==> src/rtl/d_reg_shift_asyn_rstn.sv <==
// WIDTH-bit register with load/shift/rotate/clear modes, complementary outputs,
// saturating shift counter and a one-cycle done pulse; async active-low reset.
module d_reg_shift_asyn_rstn #(
    parameter int               WIDTH     = 8,
    parameter logic [WIDTH-1:0] RESET_VAL = '0
) (
    input  logic                       clk,
    input  logic                       reset_n,
    input  logic                       en,
    input  logic [2:0]                 mode,
    input  logic [WIDTH-1:0]           D,
    input  logic                       sin,
    output logic [WIDTH-1:0]           Q,
    output logic [WIDTH-1:0]           Qn,
    output logic                       sout,
    output logic [$clog2(WIDTH+1)-1:0] shift_cnt,
    output logic                       done
);

    localparam int CW = $clog2(WIDTH+1);
    localparam logic [CW-1:0] CNT_MAX  = CW'(WIDTH);
    localparam logic [CW-1:0] CNT_LAST = CW'(WIDTH-1);

    typedef enum logic [2:0] {
        M_HOLD  = 3'b000,
        M_LOAD  = 3'b001,
        M_SHL   = 3'b010,
        M_SHR   = 3'b011,
        M_ROTL  = 3'b100,
        M_ROTR  = 3'b101,
        M_CLEAR = 3'b110,
        M_RSVD  = 3'b111
    } mode_e;

    mode_e            op;
    logic [WIDTH-1:0] q_nxt;
    logic [CW-1:0]    cnt_nxt;
    logic             done_nxt;
    logic             shifting;

    assign op = mode_e'(mode);

    always_comb begin
        q_nxt    = Q;
        cnt_nxt  = shift_cnt;
        done_nxt = 1'b0;
        shifting = 1'b0;
        if (en) begin
            unique case (op)
                M_HOLD:  q_nxt = Q;
                M_LOAD: begin
                    q_nxt   = D;
                    cnt_nxt = '0;
                end
                M_SHL: begin
                    q_nxt    = {Q[WIDTH-2:0], sin};
                    shifting = 1'b1;
                end
                M_SHR: begin
                    q_nxt    = {sin, Q[WIDTH-1:1]};
                    shifting = 1'b1;
                end
                M_ROTL: begin
                    q_nxt    = {Q[WIDTH-2:0], Q[WIDTH-1]};
                    shifting = 1'b1;
                end
                M_ROTR: begin
                    q_nxt    = {Q[0], Q[WIDTH-1:1]};
                    shifting = 1'b1;
                end
                M_CLEAR: begin
                    q_nxt   = RESET_VAL;
                    cnt_nxt = '0;
                end
                M_RSVD:  q_nxt = Q;
            endcase
        end
        // Count saturates; done fires only on the WIDTH-1 -> WIDTH step
        if (shifting && (shift_cnt != CNT_MAX)) begin
            cnt_nxt  = shift_cnt + 1'b1;
            done_nxt = (shift_cnt == CNT_LAST);
        end
    end

    always_ff @(posedge clk or negedge reset_n) begin
        if (!reset_n) begin
            Q         <= RESET_VAL;
            shift_cnt <= '0;
            done      <= 1'b0;
        end else begin
            Q         <= q_nxt;
            shift_cnt <= cnt_nxt;
            done      <= done_nxt;
        end
    end

    assign Qn   = ~Q;
    assign sout = ((op == M_SHL) || (op == M_ROTL)) ? Q[WIDTH-1] : Q[0];

endmodule

==> config.mk <==
export PLATFORM = sky130hd
export DESIGN_NAME = d_reg_shift_asyn_rstn
export DESIGN_NICKNAME = d
export VERILOG_FILES = /design/src/rtl/d_reg_shift_asyn_rstn.sv
export SDC_FILE = /design/constraint.sdc
export NUM_CORES = 1
export LEC_CHECK = 0
export BUFFER_PORTS_ARGS = -buffer_cell sky130_fd_sc_hd__buf_2
export CAP_MARGIN = 20
export CORE_MARGIN = 2
export CORE_UTILIZATION = 25
export CTS_CLUSTER_SIZE = 20
export DETAILED_ROUTE_END_ITERATION = 7
export PLACE_DENSITY = 0.43
export SLEW_MARGIN = 5
export SYNTH_ARGS = -nofsm -noshare
export SYNTH_HDL_FRONTEND = slang
export SYNTH_SLANG_ARGS = --single-unit
==> constraint.sdc <==
create_clock -name clk -period 1.4 [get_ports clk]
set_input_delay 0.21 -clock clk [delete_from_list [all_inputs] [get_ports clk]]
set_output_delay 0.21 -clock clk [all_outputs]
set_load 0.05 [all_outputs]
==> results.toml, run 1 <==
[synthesis]
synthCells = 116
netlist_top_cells_count = "13 x dfrtp_1, 13 x inv_1, 12 x nand2_1"
ys_top_cells_by_area = "dfrtp_1 30%, mux2i_1 6.5%, o221a_2 6.3%, maj3_1 5.6%, a2bb2oi_1 4.9%"
yosys_warnings = 0
yosysTopAreaCell = "dfrtp_1"
syn_area_per_cell_sq_um = 9.25
synth-seq-cells = 13
netlist_area_sq_um = 1070
synth_edf_count = 0
async_flop_share_pct = 100
seq_area_frac_synth_pct = 30.3
syn_nets = 133
synth_cell_types = 34
synth_ff_type = "dfrtp_1"
synth.top_cell.area_share_pct = 30.3

[timing]
hold_viol_final = 0
final.setup.tns_ns = 0
slew_violations = 0
timing.fmax_ghz = 0.746
max_slew_margin_pct = 78.6
worstMarginPinSlew_ns = 0.322
period_needed_ns = 1.34
clock_skew_ns = 0.00328
grt_setup_unrepaired = "false"
setup_viol = 0
holdWs_ns = 0.326
timing.final.crit_share_pct = 95.8

[place]
place_inst = 208
gp_congestion = 0.780
dpl_cell_area_sq_um = 1470
port_buffers = 36
hpwl_mm = 2.38

[worst_setup_path]
cp_top_family = "compound AO/OA/AOI/OAI gates"
crit_path_top_delay_cell = "dfrtp_2"
rr_startpoint = "shift_cnt[1]"
endpoint_kind = "register"
cp-start-kind = "register"
critPathRequiredTime_ns = 1.58
setup.worst_path.class = "reg2reg"
rrSetupSlack_ns = 0.06
path_cells = "inv_2 > ha_4 > nand2_2 > o211a_4 > a221o_1 > o21ai_1"
cpPeakStageDelay_ns = 0.40
path_max_fanout = 5
path_buf_inv = 1
critPathArrivalTime_ns = 1.52
reg2reg_depth = 6
r2r_end = "shift_cnt[2]"

[global_routing]
antenna_found_initial = 0
grt_max_degree = 14
grt_overflow_total = 0
grt_pass1_vias = 991
grt_pass1_wl_mm = 4.97
gr-usage-all-layers_pct = 12.9

[pwr]
vdd_drop_max_mv = 0.413
p_comb_share_pct = 59.8
p_sw_mw = 1.22
leakage_nw = 0.683
pwr-share-clk_pct = 14.6
swShare_pct = 50.6
power_density_nw_per_um2 = 1570
p_int_mw = 1.19
seqPwrFrac_pct = 25.6
p_total_mw = 2.40

[route]
drc_errors = 0
num_vias = 1037
viasPerCell = 4.87
wire_per_inst_um = 14.3
drt-initial-drc-count = 44
maxUsedRoutingLayer = "met4"
antenna_left = 0
wl_met2_mm = 1.28
wl_met3_um = 136
wl_mm = 3.04
wl_met1_mm = 1.57
drtPass1Iterations = 4

[hold_path]
hold_depth = 2
worstHoldStart = "en"
holdPathEnd = "shift_cnt[3]"
hp-class = "in2reg"

[clock_tree]
clk_latency_ns = 0.25
cts_made_buffers = 3
cts_tree = "done"
cts_sinks = 13
ctsHtreeMaxLevel = 1
clk_pin_slew_ns = 0.06
clock_path_buffers = 2
root_buffer = "clkbuf_8"

[status]
status = "completed"

[run]
cap_violations = 0

[floorplanning]
fp.dieW_um = 69.5
die_area_sq_um = 4830
die_y_um = 69.5
io_pins = 37
num_rows = 23
start_util_pct = 26.5
core_sq_um = 4060

[final_layout]
antennaDiodeCount = 0
finalNetCount = 181
finish.instance_area_sq_um = 1530
area_growth_pct = 42.7
final_layout_size_suffix_gt1_share_pct = 56.4
fin_cells = 213
[how the worst max path moves through the flow]
stage,to,slack (ns),cells after the start,from
3_5_place_dp,Q[0],-0.05,5,mode[1]
6_report,shift_cnt[2],0.06,6,shift_cnt[1]
4_1_cts,shift_cnt[2],0.03,6,shift_cnt[0]
3_3_place_gp,Q[0],-0.08,5,mode[1]
2_1_floorplan,Q[1],-0.24,4,Q[0]
5_1_grt,shift_cnt[2],0.001,6,shift_cnt[0]
[state kept, by name, summed over array words and instances, names as in the netlist]
signal / cells
done: 1
Q: 8
shift_cnt: 4
[cell usage in the layout, fill, tap and decap left out, types with 3 or more instances in the layout]
| cell | count |
|---|---|
| a2bb2oi_1 | 6 |
| buf_2 | 35 |
| buf_4 | 15 |
| clkbuf_8 | 3 |
| clkinvlp_4 | 5 |
| dfrtp_1 | 4 |
| dfrtp_2 | 9 |
| inv_1 | 6 |
| maj3_2 | 4 |
| mux2i_1 | 7 |
| nand2_1 | 11 |
| o21ai_0 | 3 |
| o221a_2 | 6 |
| o2bb2ai_1 | 6 |
[cell type report]
class,count,area [sq um]
timing repair buffer,54,349
multi-input combinational,79,669
sequential,13,337
inverter,13,67.6
tap,50,62.6
clock inverter,1,5.00
fill,430,2530
clock buffer,3,41.3
[kinds of logic (layout without fill, tap and decap cells)]
family                   Yosys count  in the layout  synth area share [%]
AO/OA/AOI/OAI                     36             36                  28.1
AND/OR/NAND/NOR                   26             26                  12.2
buffers and inverters             24             71                  11.0
flip-flops                        13             13                  30.3
adder cells (fa/ha/maj)            8              8                  7.93
multiplexers                       8              8                  7.93
XOR/XNOR                           1              1                  2.56
[layer usage]
layer | up-vias | GRT usage (%)
met2 | 28 | 18.3
met1 | 483 | 19.2
met5 | - | 0
li1 | 521 | -
met4 | 0 | 5.23
met3 | 5 | 2.03
[repair_timing]
item | in CTS | in global routing
gates resized for setup | 1 | 1
buffers inserted | 0 | 0
cloned | 0 | 0
pin swaps | 0 | 1
endpoints found under the hold margin | 13 | 0
endpoints found under the setup margin | 1 | 2
hold buffers | 1 | 0
[through the flow]
stage	worst slack, ns	util, %
2_1_floorplan	-0.239	-
3_3_place_gp	-0.0789	36.2
3_5_place_dp	-0.0550	36.2
4_1_cts	0.0294	37.7
5_1_grt	0.000950	37.7
6_report	0.0593	37.7
[power groups by stage]
| stage | combinational (mW) | clock [mW] | sequential [mW] |
|---|---|---|---|
| global placement | 1.43 | 0 | 0.623 |
| floorplan | 0.695 | 0 | 0.975 |
| finish | 1.44 | 0.350 | 0.615 |
| CTS | 1.45 | 0.367 | 0.616 |
| global route | 1.53 | 0.395 | 0.630 |
| detailed placement | 1.44 | 0 | 0.624 |
Note: power is estimated with default switching activity, not from simulation.
==> run 2: changes to the inputs <==
Settings changed: RECOVER_POWER set to 25.
==> run 2 against run 1 <==
  * Flip-flop and latch count stayed put
  * Total power hardly changed
  * Sequential power hardly changed
  * Die area stayed put
  * Critical path type unchanged
==> results.toml, run 2 (synthesis gave the netlist of run 1 again) <==
[clock_tree]
cts_made_buffers = 3
clock_path_buffers = 2
clk_latency_ns = 0.25
cts_sinks = 13
ctsHtreeMaxLevel = 1
clk_pin_slew_ns = 0.06
cts_tree = "done"
root_buffer = "clkbuf_8"
post_cts_buffers = 0

[final_layout]
largest_reg_flops = 8
area_growth_pct = 42.5
final_common_cell = "buf_2"
top_regs = "Q x8, shift_cnt x4, done x1"
nFillCells = 429
final_cell_mix = "34 x buf_2, 15 x buf_4, 11 x nand2_1, 9 x dfrtp_2, 7 x mux2i_1"
regMostFlops = "Q"
finalNetCount = 181
antennaDiodeCount = 0
finish.instance_area_sq_um = 1530
final_layout_size_suffix_gt1_share_pct = 55.8

[global_routing]
gr-usage-all-layers_pct = 12.9
grt_max_degree = 14
grt_pass1_vias = 991
antenna_found_initial = 0
grt_pass1_wl_mm = 4.97
grt_overflow_total = 0

[worst_setup_path]
cp-start-kind = "register"
critPathArrivalTime_ns = 1.52
critPathRequiredTime_ns = 1.58
path_max_fanout = 5
path_cells = "inv_2 > ha_4 > nand2_2 > o211a_4 > a221o_1 > o21ai_1"
endpoint_kind = "register"
setup.worst_path.class = "reg2reg"
crit_path_top_delay_cell = "dfrtp_2"
cpPeakStageDelay_ns = 0.40

[timing]
setup_ws_ns = 0.0593
final.setup.tns_ns = 0
clock_skew_ns = 0.00328
timing.fmax_ghz = 0.746
slew_violations = 0
holdWs_ns = 0.326
setup_viol = 0
grt_setup_unrepaired = "false"
hold_viol_final = 0
period_needed_ns = 1.34
max_slew_margin_pct = 48.9
timing.final.crit_share_pct = 95.8
worstMarginPinSlew_ns = 0.767

[route]
viasPerCell = 4.87
drc_errors = 0
wl_mm = 3.04
drtPass1Iterations = 4
wire_per_inst_um = 14.3
antenna_left = 0
num_vias = 1037
drt-initial-drc-count = 44

[pwr]
vdd_drop_max_mv = 0.413
power_density_nw_per_um2 = 1570
leakage_nw = 0.680
p_total_mw = 2.40

[place]
hpwl_mm = 2.38
port_buffers = 36
dpl_worst_slack_ns = -0.0550
dpl_cell_area_sq_um = 1470
gp_congestion = 0.780

[floorplanning]
fp.dieW_um = 69.5
die_y_um = 69.5
start_util_pct = 26.5
io_pins = 37
die_area_sq_um = 4830
core_sq_um = 4060
num_rows = 23

[run]
cap_violations = 0

[hold_path]
hp-class = "in2reg"

[status]
status = "completed"
[run 2: what timing repair did]
action / CTS / global route
hold endpoints to repair: 13 / 0
endpoints found under the setup margin: 1 / 2
cloned: 0 / 0
pin swaps: 0 / 1
gates resized for setup: 1 / 1
hold buffers: 1 / 0
[run 2: through the flow]
stage	util [%]	std cells
after global placement	36.2	208
final	37.7	213
after detailed placement	36.2	208
after floorplan	-	116
after CTS	37.7	213
after global routing	37.7	213
[run 2: critical path: cells and delay by family, from the launching register on]
| family | cells | cell delay [ns] |
|---|---|---|
| simple gates | 1 | 0.05 |
| compound gates | 3 | 0.63 |
| buf+inv | 1 | 0.07 |
| flops | 1 | 0.40 |
| fa+ha+maj | 1 | 0.13 |
[run 2: area by class of cell]
| class | count | area [sq um] | area share (%) |
|---|---|---|---|
| Multi-Input combinational cell | 79 | 669 | 43.7 |
| Timing Repair Buffer | 54 | 348 | 22.7 |
| Sequential cell | 13 | 337 | 22.0 |
| Inverter | 13 | 67.6 | 4.42 |
| Tap cell | 50 | 62.6 | 4.09 |
| Clock buffer | 3 | 41.3 | 2.70 |
| Clock inverter | 1 | 5.00 | 0.327 |
[run 2: routing by layer]
layer	up-vias	share of wire [%]	track usage, %
met1	483	52	19.2
met5	-	0	0
li1	521	-	-
met4	0	1.6	5.23
met3	5	4.5	2.03
met2	28	42	18.3
[run 2: path summary, 6_finish.rpt]
path,startpoint,to,slack (ns),cells past startpoint
hold / removal,en,shift_cnt[3],0.33,2
min in group asynchronous,reset_n,Q[2],0.55,2
setup reg to reg,shift_cnt[1],shift_cnt[2],0.06,6
hold reg to reg,shift_cnt[3],done,0.55,1
max in group asynchronous,reset_n,Q[1],0.33,2
setup / recovery,shift_cnt[1],shift_cnt[2],0.06,6
[run 2: power by group]
group | switching, mW | internal, mW
sequential | 0.130 | 0.486
clock | 0.153 | 0.197
combinational | 0.934 | 0.504
total | 1.22 | 1.19
==> run 3: changes to the inputs <==
Settings changed: CORE_MARGIN 2 to not set.
==> run 3 against run 2 <==
  * Worst hold slack worse by 0.013 ns
  * Largest power group unchanged
  * Cell area rose by 0.41%
  * Global-route usage is 1.9 points higher
==> results.toml, run 3 (synthesis gave the netlist of run 1 again) <==
[final_layout]
finish.instance_area_sq_um = 1540
antennaDiodeCount = 0
final_cell_mix = "34 x buf_2, 17 x buf_4, 10 x nand2_1, 9 x dfrtp_2, 7 x mux2i_1"
final_common_cell = "buf_2"
largest_reg_flops = 8
top_regs = "Q x8, shift_cnt x4, done x1"
regMostFlops = "Q"
fin_cells = 214
seq_area_sq_um = 337
finalNetCount = 182
nFillCells = 430
area_growth_pct = 43.1
utilization_pct = 37.9
multiInputGateArea_sq_um = 672
final_layout_size_suffix_gt1_share_pct = 56.7

[pwr]
swShare_pct = 50.6
leakage_nw = 0.684
vdd_drop_max_mv = 0.365
p_comb_share_pct = 59.7
power_density_nw_per_um2 = 1560
pwr-share-clk_pct = 14.6
seqPwrFrac_pct = 25.6
p_sw_mw = 1.21
p_int_mw = 1.18

[global_routing]
gr-usage-all-layers_pct = 14.8
grt_pass1_wl_mm = 4.97
antenna_found_initial = 0
grt_overflow_total = 0
grt_pass1_vias = 993
grt_max_degree = 14

[clock_tree]
cts_tree = "done"
post_cts_buffers = 0
clk_pin_slew_ns = 0.06
root_buffer = "clkbuf_8"
cts_sinks = 13
clk_latency_ns = 0.24
ctsHtreeMaxLevel = 1
cts_made_buffers = 3
clock_path_buffers = 2

[worst_setup_path]
startpoint = "Q[0]"
setup.worst_path.class = "reg2out"
cp_top_family = "flip-flops"
rrSetupSlack_ns = 0.06
rr_startpoint = "shift_cnt[1]"
reg2reg_depth = 6
path_depth = 4
critPathArrivalTime_ns = 1.13
critPathRequiredTime_ns = 1.19
crit_path_top_delay_cell = "dfrtp_2"
endpoint_kind = "output port"
path_max_fanout = 5
crit_end = "sout"
cp-start-kind = "register"
cpPeakStageDelay_ns = 0.40
path_buf_inv = 2
r2r_end = "shift_cnt[2]"
crit_top_cell = "buf_4"
path_cells = "buf_4 > nand2_1 > o21ai_4 > buf_4"

[route]
wl_mm = 3.00
viasPerCell = 4.86
num_vias = 1041
drc_errors = 0
drtPass1Iterations = 4
antenna_left = 0
wire_per_inst_um = 14.0
drt-initial-drc-count = 57

[place]
port_buffers = 36
hpwl_mm = 2.35
gp_congestion = 0.764
place_inst = 209
dpl_cell_area_sq_um = 1480

[floorplanning]
die_area_sq_um = 4560
fp.dieW_um = 67.5
core_sq_um = 4060
io_pins = 37
start_util_pct = 26.5
die_y_um = 67.5
num_rows = 23

[timing]
clock_skew_ns = 0.00214
worstMarginPinSlew_ns = 0.770
hold_viol_final = 0
slew_violations = 0
timing.fmax_ghz = 0.744
grt_setup_unrepaired = "false"
max_slew_margin_pct = 48.6
period_needed_ns = 1.34
timing.final.crit_share_pct = 96.1
setup_viol = 0

[run]
cap_violations = 0

[hold_path]
hp-class = "in2reg"

[status]
status = "completed"
[run 3: cell types whose count changed in the layout (fill, tap and decap cells not counted), sizes merged]
cell	change
buf	+1
[run 3: how the worst min path moves through the flow]
stage	startpoint	end	slack, ns	depth (start not counted)
after floorplan	reset_n	Q[0]	-0.09	0
after global placement	reset_n	done	0.13	1
after detailed placement	reset_n	done	0.13	1
after CTS	en	shift_cnt[3]	0.30	2
after global routing	en	shift_cnt[3]	0.33	2
final	en	shift_cnt[3]	0.31	2
[run 3: per-layer routing]
layer  track usage [%]  wire length (um)  up-vias
li1                  -                 -      518
met1              22.1              1560      494
met2              21.3              1290       27
met3              1.18               114        2
met4              6.12                34        0
met5                 0                 0        -
[run 3: power groups by stage]
stage          registers, mW  clock network, mW  logic [mW]
2_1_floorplan          0.975                  0       0.695
3_3_place_gp           0.621                  0        1.43
3_5_place_dp           0.620                  0        1.44
4_1_cts                0.616              0.365        1.45
5_1_grt                0.632              0.374        1.53
6_report               0.614              0.351        1.43
[run 3: timing repair]
action                                 CTS  global route
hold buffers                             1             0
setup endpoints to repair                1             2
endpoints found under the hold margin   13             0
pin swaps                                0             1
gates resized for setup                  1             1
[run 3: cell type report]
class,count,share of cell area [%]
Clock buffer,3,2.69
Sequential cell,13,21.9
Tap cell,50,4.07
Inverter,13,4.40
Timing Repair Buffer,55,22.9
Clock inverter,1,0.326
Multi-Input combinational cell,79,43.7
[run 3: through the flow]
step	TNS, ns	hold slack, ns	power, mW	setup slack, ns
final	0	0.313	2.40	0.0552
after floorplan	-1.93	-0.0856	1.67	-0.239
after global placement	-0.185	0.132	2.05	-0.0447
after CTS	0	0.297	2.43	0.0129
after detailed placement	-0.269	0.132	2.06	-0.0480
after global routing	0	0.329	2.54	0.00102
